File: src/rtl/w_bus_arbiter.sv
// w_bus_arbiter: round-robin arbiter sharing one W bus master port among NREQ requesters
//
// Ports:
//   clk, rst         single clock; synchronous active-high reset
//   req_i            per-requester request level, held until its ack_o bit is seen
//   req_write_i      per-requester write flag
//   req_addr_i       flattened addresses, requester i on bits [32i+31:32i]
//   req_data_i       flattened write data, same packing as req_addr_i
//   ack_o            one-hot, one-cycle completion pulse to the winner
//   rsp_data_o       read data for the acked requester, valid with ack_o
//   rsp_err_o        transaction aborted by timeout, valid with ack_o
//   w_addr_o         bus address
//   w_data_o         bus write data
//   w_write_o        bus write enable
//   w_stb_o          bus cycle active
//   w_ack_i          bus completion, only honoured while a bus cycle is active
//   w_data_i         bus read data, sampled together with w_ack_i
//
// Optional feature: define W_ARB_TIMEOUT_EN to abort a bus cycle after TIMEOUT
// strobe cycles without w_ack_i (ack_o with rsp_err_o=1, rsp_data_o=32'hDEADBEEF).
// Without it the bus waits indefinitely and rsp_err_o is tied low.
module w_bus_arbiter #(
    parameter int NREQ    = 4,
    parameter int TIMEOUT = 256
) (
    input  logic              clk,
    input  logic              rst,
    input  logic [NREQ-1:0]   req_i,
    input  logic [NREQ-1:0]   req_write_i,
    input  logic [32*NREQ-1:0] req_addr_i,
    input  logic [32*NREQ-1:0] req_data_i,
    output logic [NREQ-1:0]   ack_o,
    output logic [31:0]       rsp_data_o,
    output logic              rsp_err_o,
    output logic [31:0]       w_addr_o,
    output logic [31:0]       w_data_o,
    output logic              w_write_o,
    output logic              w_stb_o,
    input  logic              w_ack_i,
    input  logic [31:0]       w_data_i
);
    localparam int PW = $clog2(NREQ);

    typedef enum logic [1:0] {IDLE, BUS, DONE} state_t;

    state_t        state_q;
    logic [PW-1:0] ptr_q;
    logic [PW-1:0] g_q;
    logic [PW-1:0] win_d;
    logic [PW-1:0] idx;

    // Scan downward in offset so the requester closest to ptr_q is written last and wins.
    always_comb begin
        win_d = ptr_q;
        idx   = '0;
        for (int k = NREQ - 1; k >= 0; k--) begin
            idx = PW'((int'(ptr_q) + k) % NREQ);
            if (req_i[idx]) win_d = idx;
        end
    end

`ifdef W_ARB_TIMEOUT_EN
    localparam int TW = $clog2(TIMEOUT);
    localparam int CW = (TW < 8) ? 8 : ((TW > 16) ? 16 : TW);
    logic [CW-1:0] cnt_q;
`else
    logic unused_timeout;
    assign unused_timeout = TIMEOUT[0];
    assign rsp_err_o = 1'b0;
`endif

    always_ff @(posedge clk) begin
        if (rst) begin
            state_q    <= IDLE;
            ptr_q      <= '0;
            g_q        <= '0;
            ack_o      <= '0;
            rsp_data_o <= '0;
            w_addr_o   <= '0;
            w_data_o   <= '0;
            w_write_o  <= 1'b0;
            w_stb_o    <= 1'b0;
`ifdef W_ARB_TIMEOUT_EN
            rsp_err_o  <= 1'b0;
            cnt_q      <= '0;
`endif
        end else begin
            case (state_q)
                IDLE: begin
                    if (|req_i) begin
                        g_q       <= win_d;
                        w_addr_o  <= req_addr_i[{win_d, 5'd0} +: 32];
                        w_data_o  <= req_data_i[{win_d, 5'd0} +: 32];
                        w_write_o <= req_write_i[win_d];
                        w_stb_o   <= 1'b1;
                        state_q   <= BUS;
`ifdef W_ARB_TIMEOUT_EN
                        cnt_q     <= '0;
`endif
                    end
                end
                BUS: begin
                    if (w_ack_i) begin
                        w_stb_o   <= 1'b0;
                        w_write_o <= 1'b0;
                        if (!w_write_o) rsp_data_o <= w_data_i;
                        ack_o     <= NREQ'(1) << g_q;
                        state_q   <= DONE;
`ifdef W_ARB_TIMEOUT_EN
                        rsp_err_o <= 1'b0;
                    end else if (cnt_q == CW'(TIMEOUT - 1)) begin
                        w_stb_o    <= 1'b0;
                        w_write_o  <= 1'b0;
                        rsp_data_o <= 32'hDEADBEEF;
                        rsp_err_o  <= 1'b1;
                        ack_o      <= NREQ'(1) << g_q;
                        state_q    <= DONE;
                    end else begin
                        cnt_q <= cnt_q + 1'b1;
`endif
                    end
                end
                DONE: begin
                    ack_o   <= '0;
                    ptr_q   <= (int'(g_q) == NREQ - 1) ? '0 : g_q + 1'b1;
                    state_q <= IDLE;
                end
                default: state_q <= IDLE;
            endcase
        end
    end
endmodule

File: config.mk
export PLATFORM = sky130hd
export DESIGN_NAME = w_bus_arbiter
export DESIGN_NICKNAME = d
export VERILOG_FILES = /design/src/rtl/w_bus_arbiter.sv
export SDC_FILE = /design/constraint.sdc
export NUM_CORES = 1
export LEC_CHECK = 0
export CAP_MARGIN = 5
export CORE_AREA = 3 3 157 159
export DETAILED_ROUTE_END_ITERATION = 6
export DIE_AREA = 0 0 160 162
export PLACE_DENSITY_LB_ADDON = 0.2
export SYNTH_ARGS = -nofsm -noshare
export SYNTH_HDL_FRONTEND = slang
export SYNTH_SLANG_ARGS = --single-unit
File: constraint.sdc
create_clock -name clk -period 3.2 [get_ports clk]
set_input_delay 0.64 -clock clk [delete_from_list [all_inputs] [get_ports clk]]
set_output_delay 0.64 -clock clk [all_outputs]
set_load 0.01 [all_outputs]
# Word level (Yosys, flattened, before mapping)
# Index checks and enable logic that the tools add are counted.
[classes]
n_reduce_logical = 9
n_eq_ne = 5
mux = 25
add_sub_neg = 4
shifts = 3
n_lt_le_gt_ge = 5
bitwise_logic = 1
[op_table]
columns = ["cell", "n"]
rows = [
  ["128-bit by 8-bit variable part select with 32-bit output", 2],
  ["2-bit by 3-bit less-than comparator with 1-bit output, second input constant", 5],
  ["2-bit 2-to-1 mux", 7],
  ["1-bit binary-select mux with 2-bit select", 5],
  ["1-bit 2-to-1 mux", 8],
  ["4-bit case mux with 2 select lines", 1],
  ["2-bit AND reduction", 3],
  ["3-bit AND reduction", 2],
  ["2-bit by 1-bit adder with 2-bit output, second input constant", 2],
  ["2-bit adder, second input constant", 2],
  ["2-bit by 1-bit equality test with 1-bit output, second input constant", 2],
  ["4-bit 2-to-1 mux", 1],
  ["2-bit != test, second input constant", 2],
  ["1-bit case mux with 2 select lines", 2],
  ["2-bit case mux with 2 select lines", 1],
  ["2-bit nonzero test", 2],
  ["4-bit OR reduction", 1],
  ["1-bit by 2-bit << shifter with 4-bit output, first input constant", 1],
  ["2-bit equality test, second input constant", 1],
  ["2-bit logical NOT", 1],
  ["1-bit inverter", 1],
]
[totals]
register_bits = 108
word_cells = 61
inputBits = 299

# Logic depth before layout (Yosys ltp)
[logic_depth]
ltp_word = 11
mapped_depth = 9

# Least setup slack after synthesis
# Ideal clock, no wire load.
[synth_path]
path_type = "input port to flip-flop"
startpoint = "in req_i[3]"
endpoint = "reg w_write_o"
t_arrival_ps = 2036
setup_time_ps = 132
t_required_ps = 3068
cell_stages = 8
path_slack_ps = 1032
cell_sequence = "buf_4 and3b_1 or4_1 buf_2 clkbuf_1 and3_1 a211oi_1 o31ai_1"
[synth_via]
elab_chain_cells = 10
elab_cells_between_ends = 19
[synth_rtl]
columns = ["element", "line_no", "text"]
rows = [
  ["start, declared", "28", "input logic [NREQ-1:0] req_i,"],
  ["1-bit binary-select mux with 2-bit select", "58", "if (req_i[idx]) win_d = idx;"],
  ["1-bit 2-to-1 mux (implied by the code)", "58", ""],
  ["2-bit 2-to-1 mux (4 in series)", "58", ""],
  ["1-bit binary-select mux with 2-bit select", "94", "w_write_o <= req_write_i[win_d];"],
  ["1-bit 2-to-1 mux (implied by the code)", "94", ""],
  ["1-bit 2-to-1 mux", "90", "if (|req_i) begin"],
  ["1-bit case mux with 2 select lines", "88", "case (state_q)"],
  ["end signal, assigned", "94", ""],
  ["end, declared", "37", "output logic w_write_o,"],
]
# Several ways; a longest one is shown, not always the timed one. The select of a mux whose other input is x is not followed.
# A chain may end at the register's enable or synchronous reset.

# Worst setup path in the final report
[layout_path]
startpoint = "in req_i[0]"
endpoint = "reg w_addr_o[11]"
[layout_via]
elab_chain_cells = 7
elab_cells_between_ends = 15
[layout_rtl]
columns = ["element", "line_no", "text"]
rows = [
  ["1-bit binary-select mux with 2-bit select", "58", ""],
  ["1-bit 2-to-1 mux (implied by the code)", "58", ""],
  ["2-bit 2-to-1 mux (4 in series)", "58", ""],
  ["128-bit by 8-bit variable part select with 32-bit output", "92", "w_addr_o <= req_addr_i[{win_d, 5'd0} +: 32];"],
  ["end signal, assigned", "92", ""],
  ["end, declared", "35", "output logic [31:0] w_addr_o,"],
]
# Several ways; a longest one is shown, not always the timed one. The select of a mux whose other input is x is not followed.

==> results.json <==
{
  "outcome": "completed",
  "grt_start_max_net_pins": 44,
  "tns_ns": 0,
  "slowest_delay_ns": 0.51,
  "clk_latency_ns": 0.36,
  "cts_resized": 0,
  "fin_area_um2": 10700,
  "area_delta_synth_final_pct": 78.7,
  "fill_cells": 2335,
  "min_path_cells": 2,
  "clock_path_buffers": 2,
  "postCtsHoldBufs": 0,
  "reg2reg_depth": 7,
  "synth_fa_ha_area_frac": 0.00835,
  "r2r_start": "ptr_q[0]",
  "post-place-ws_ns": 0.273,
  "grtUsageTotal": 0.193,
  "gp_congestion": 0.804,
  "min-delay-start": "rsp_data_o[29]",
  "cp-startpoint": "req_i[0]",
  "yosysWarnings": 0,
  "totalWireLength_um": 26400,
  "ys_types": 39,
  "finish.utilization": 0.458,
  "viasPerCell": 4.88,
  "die_w_um": 160,
  "drt-initial-drc-count": 341,
  "endpoint_kind": "flop",
  "switchingPower_mw": 1.29,
  "overflow": 0,
  "final_layout_size_suffix_gt1_frac": 0.104,
  "max_freq_mhz": 386,
  "ir_drop_mv": 0.257,
  "comb_power_share": 0.333,
  "p_seq_frac": 0.378,
  "worstSetupPathType": "input port to flop",
  "p_int_mw": 2.83,
  "crit_chain": "clkdlybuf4s50_1 -> nor2b_1 -> or4_1 -> buf_4 -> nand2_4 -> buf_12 -> a211oi_2 -> o31ai_2",
  "synthXorXnorAreaFrac": 0,
  "min_period_over_period": 0.810,
  "port-buffer-count": 400,
  "nets": 1346,
  "postSynthCellCount": 675,
  "cts_tree": "built",
  "reg2reg_to": "w_addr_o[11]",
  "slew_viol_final": 0,
  "switching_share": 0.312,
  "maxSlewHeadroom": 0.570,
  "rrSetupSlack_ns": 0.98,
  "finalPower_mw": 4.12,
  "rows": 56,
  "drv_cap": 0,
  "place_area_um2": 10400,
  "period_needed_ns": 2.59,
  "rsz0062_at_grt": "no",
  "antenna_found_initial": 1,
  "antenna_left": 0,
  "synth_nets": 978,
  "io_pins": 402,
  "ys_seq_area_frac": 0.361,
  "finalSetupViolations": 0,
  "cts_sinks": 108,
  "synth-compound-area-share": 0.308,
  "first_global_vias": 6731,
  "clkTransAtPathRegs_ns": 0.08,
  "dp.cells": 1351,
  "yosysTopAreaCell": "dfxtp_1",
  "ys_ff_latch": 108,
  "synth_top_area_frac": 0.361,
  "synthesis.area_per_instance_um2": 8.88,
  "cts_inserted_buffers": 9,
  "post_drt_wl_per_cell_um": 19.3,
  "min_path_type": "flop to flop",
  "ys_top_cells_by_area": "dfxtp_1 (36%), mux2i_1 (11%), nand2_1 (8.9%), a211oi_2 (6.1%), o31ai_2 (6.1%)",
  "synthSimpleGateAreaFrac": 0.155,
  "die_h_um": 162,
  "drc": 0,
  "power-per-cell-area_nw_per_um2": 385,
  "synthMuxAreaShare": 0.109,
  "start_kind": "input port",
  "synth_area_um2": 5990,
  "die_area_um2": 25900,
  "layout_setup_ws_ns": 0.608,
  "path_max_fanout": 35,
  "post-cts-setup-buffer-count": 0,
  "clockPowerShare": 0.289,
  "synth_top_family_by_area": "compound AO/OA/AOI/OAI gates",
  "hold_viol": 0,
  "leakage_nw": 4.02,
  "coreArea_um2": 23400,
  "skew_ns": 0.0175,
  "grt_pass1_wl_um": 39400,
  "cp.arrival_ns": 2.86,
  "regArea_um2": 2160,
  "min_to": "rsp_data_o[29]",
  "holdWs_ns": 0.455,
  "htreeDepth": 3,
  "multi_input_area_um2": 3540,
  "drtPass1Iterations": 4,
  "place_hpwl_um": 20200,
  "worst_slew_pin_slew_ns": 0.646,
  "initial_utilization": 0.256,
  "cts.root.buffer_cell": "clkbuf_16",
  "critical_path_required_ns": 3.47,
  "cp_slowest_cell": "or4_1",
  "num_vias": 6673,
  "final_cells": 1368
}
-- worst max-delay path by stage --
stage	slack, ns	depth (start not counted)	endpoint
global route	0.50	8	w_write_o
floorplan	1.03	8	w_write_o
global placement	0.30	8	w_addr_o[6]
finish	0.61	8	w_addr_o[11]
CTS	0.65	8	w_addr_o[11]
detailed placement	0.27	8	w_addr_o[11]
-- flip-flops by register name (all words and copies together), names as in the netlist --
name / count
ack_o: 4
g_q: 2
ptr_q: 2
rsp_data_o: 32
state_q: 2
w_addr_o: 32
w_data_o: 32
w_stb_o: 1
w_write_o: 1
-- cell usage in the layout (no fill, tap or decap), types with 2 or more instances in the layout --
master / synthesis / routed
o221ai_1: 32 / 32
nor2_4: 1 / 2
o31ai_1: 37 / 37
buf_4: 5 / 16
o21ai_1: 3 / 2
nor2b_1: 5 / 5
mux2i_1: 65 / 65
clkinv_8: 0 / 3
nor2_1: 14 / 12
clkdlybuf4s50_1: 0 / 400
nand3_1: 3 / 2
inv_1: 4 / 4
buf_12: 0 / 8
ha_1: 4 / 4
nor3_1: 2 / 2
dfxtp_1: 108 / 108
nand2_1: 142 / 142
and3_1: 34 / 33
o31ai_2: 29 / 29
a22oi_1: 4 / 4
a21oi_1: 39 / 39
clkbuf_16: 0 / 9
a211oi_2: 29 / 29
inv_6: 0 / 3
a211oi_1: 36 / 36
o21ai_0: 4 / 4
-- cell usage after synthesis --
library cell and count:
buf_4 5, a21oi_1 39, buf_8 3, clkbuf_1 35, buf_6 1, or4_1 1
a22oi_1 4, inv_1 4, nor3_1 2, or3_1 1, nor2b_1 5, a211oi_2 29
o21ai_1 3, o31ai_1 37, dfxtp_1 108, buf_2 21, a211oi_1 36, nor2_1 14
or3b_2 1, a2bb2oi_1 1, o221ai_1 32, a2111oi_0 1, conb_1 1, and3_1 34
nand3_1 3, o31ai_2 29, mux2i_1 65, nand3b_1 1, o21ai_0 4, buf_1 2
nand2_1 142, and3b_1 1, nor2_4 1, a211o_1 1, or2_2 1, a31oi_1 1
ha_1 4, nor4_1 1, nand2_4 1
-- layout make-up --
class,count,share of cell area
tap,319,0.0373
clock buffer,9,0.0210
antenna,1,0.000234
clock inverter,7,0.00806
timing repair buffer,424,0.400
sequential,108,0.202
multi-input combinational,496,0.330
inverter,4,0.00140
-- power groups by stage --
stage | Combinational, mW | Sequential, mW | Clock (mW)
CTS | 1.39 | 1.56 | 1.24
finish | 1.37 | 1.56 | 1.19
floorplan | 0.524 | 1.63 | 0
detailed placement | 1.38 | 1.59 | 0
global route | 1.47 | 1.57 | 1.29
global placement | 1.38 | 1.59 | 0
-- critical path, delay by kind of cell --
family	cells	cell delay [ns]
AOI/OAI and AO/OA	2	0.34
buffers and inverters	3	0.98
and+or+nand+nor	3	0.85
-- logic make-up after synthesis --
logic type,count (synthesis)
AO/OA/AOI/OAI,217
adder cells (fa/ha/maj),4
AND/OR/NAND/NOR,209
other,1
buffers and inverters,71
multiplexers,65
flip-flops,108
-- metal layers --
| metal | routed length (um) | share of wire | track usage | vias to the layer above |
|---|---|---|---|---|
| li1 | - | - | - | 3255 |
| met1 | 10700 | 0.41 | 0.228 | 3106 |
| met2 | 13100 | 0.50 | 0.342 | 283 |
| met3 | 1900 | 0.072 | 0.0530 | 29 |
| met4 | 636 | 0.024 | 0.0576 | 0 |
| met5 | 0 | 0 | 0 | - |
(Power assumes the default switching activity.)
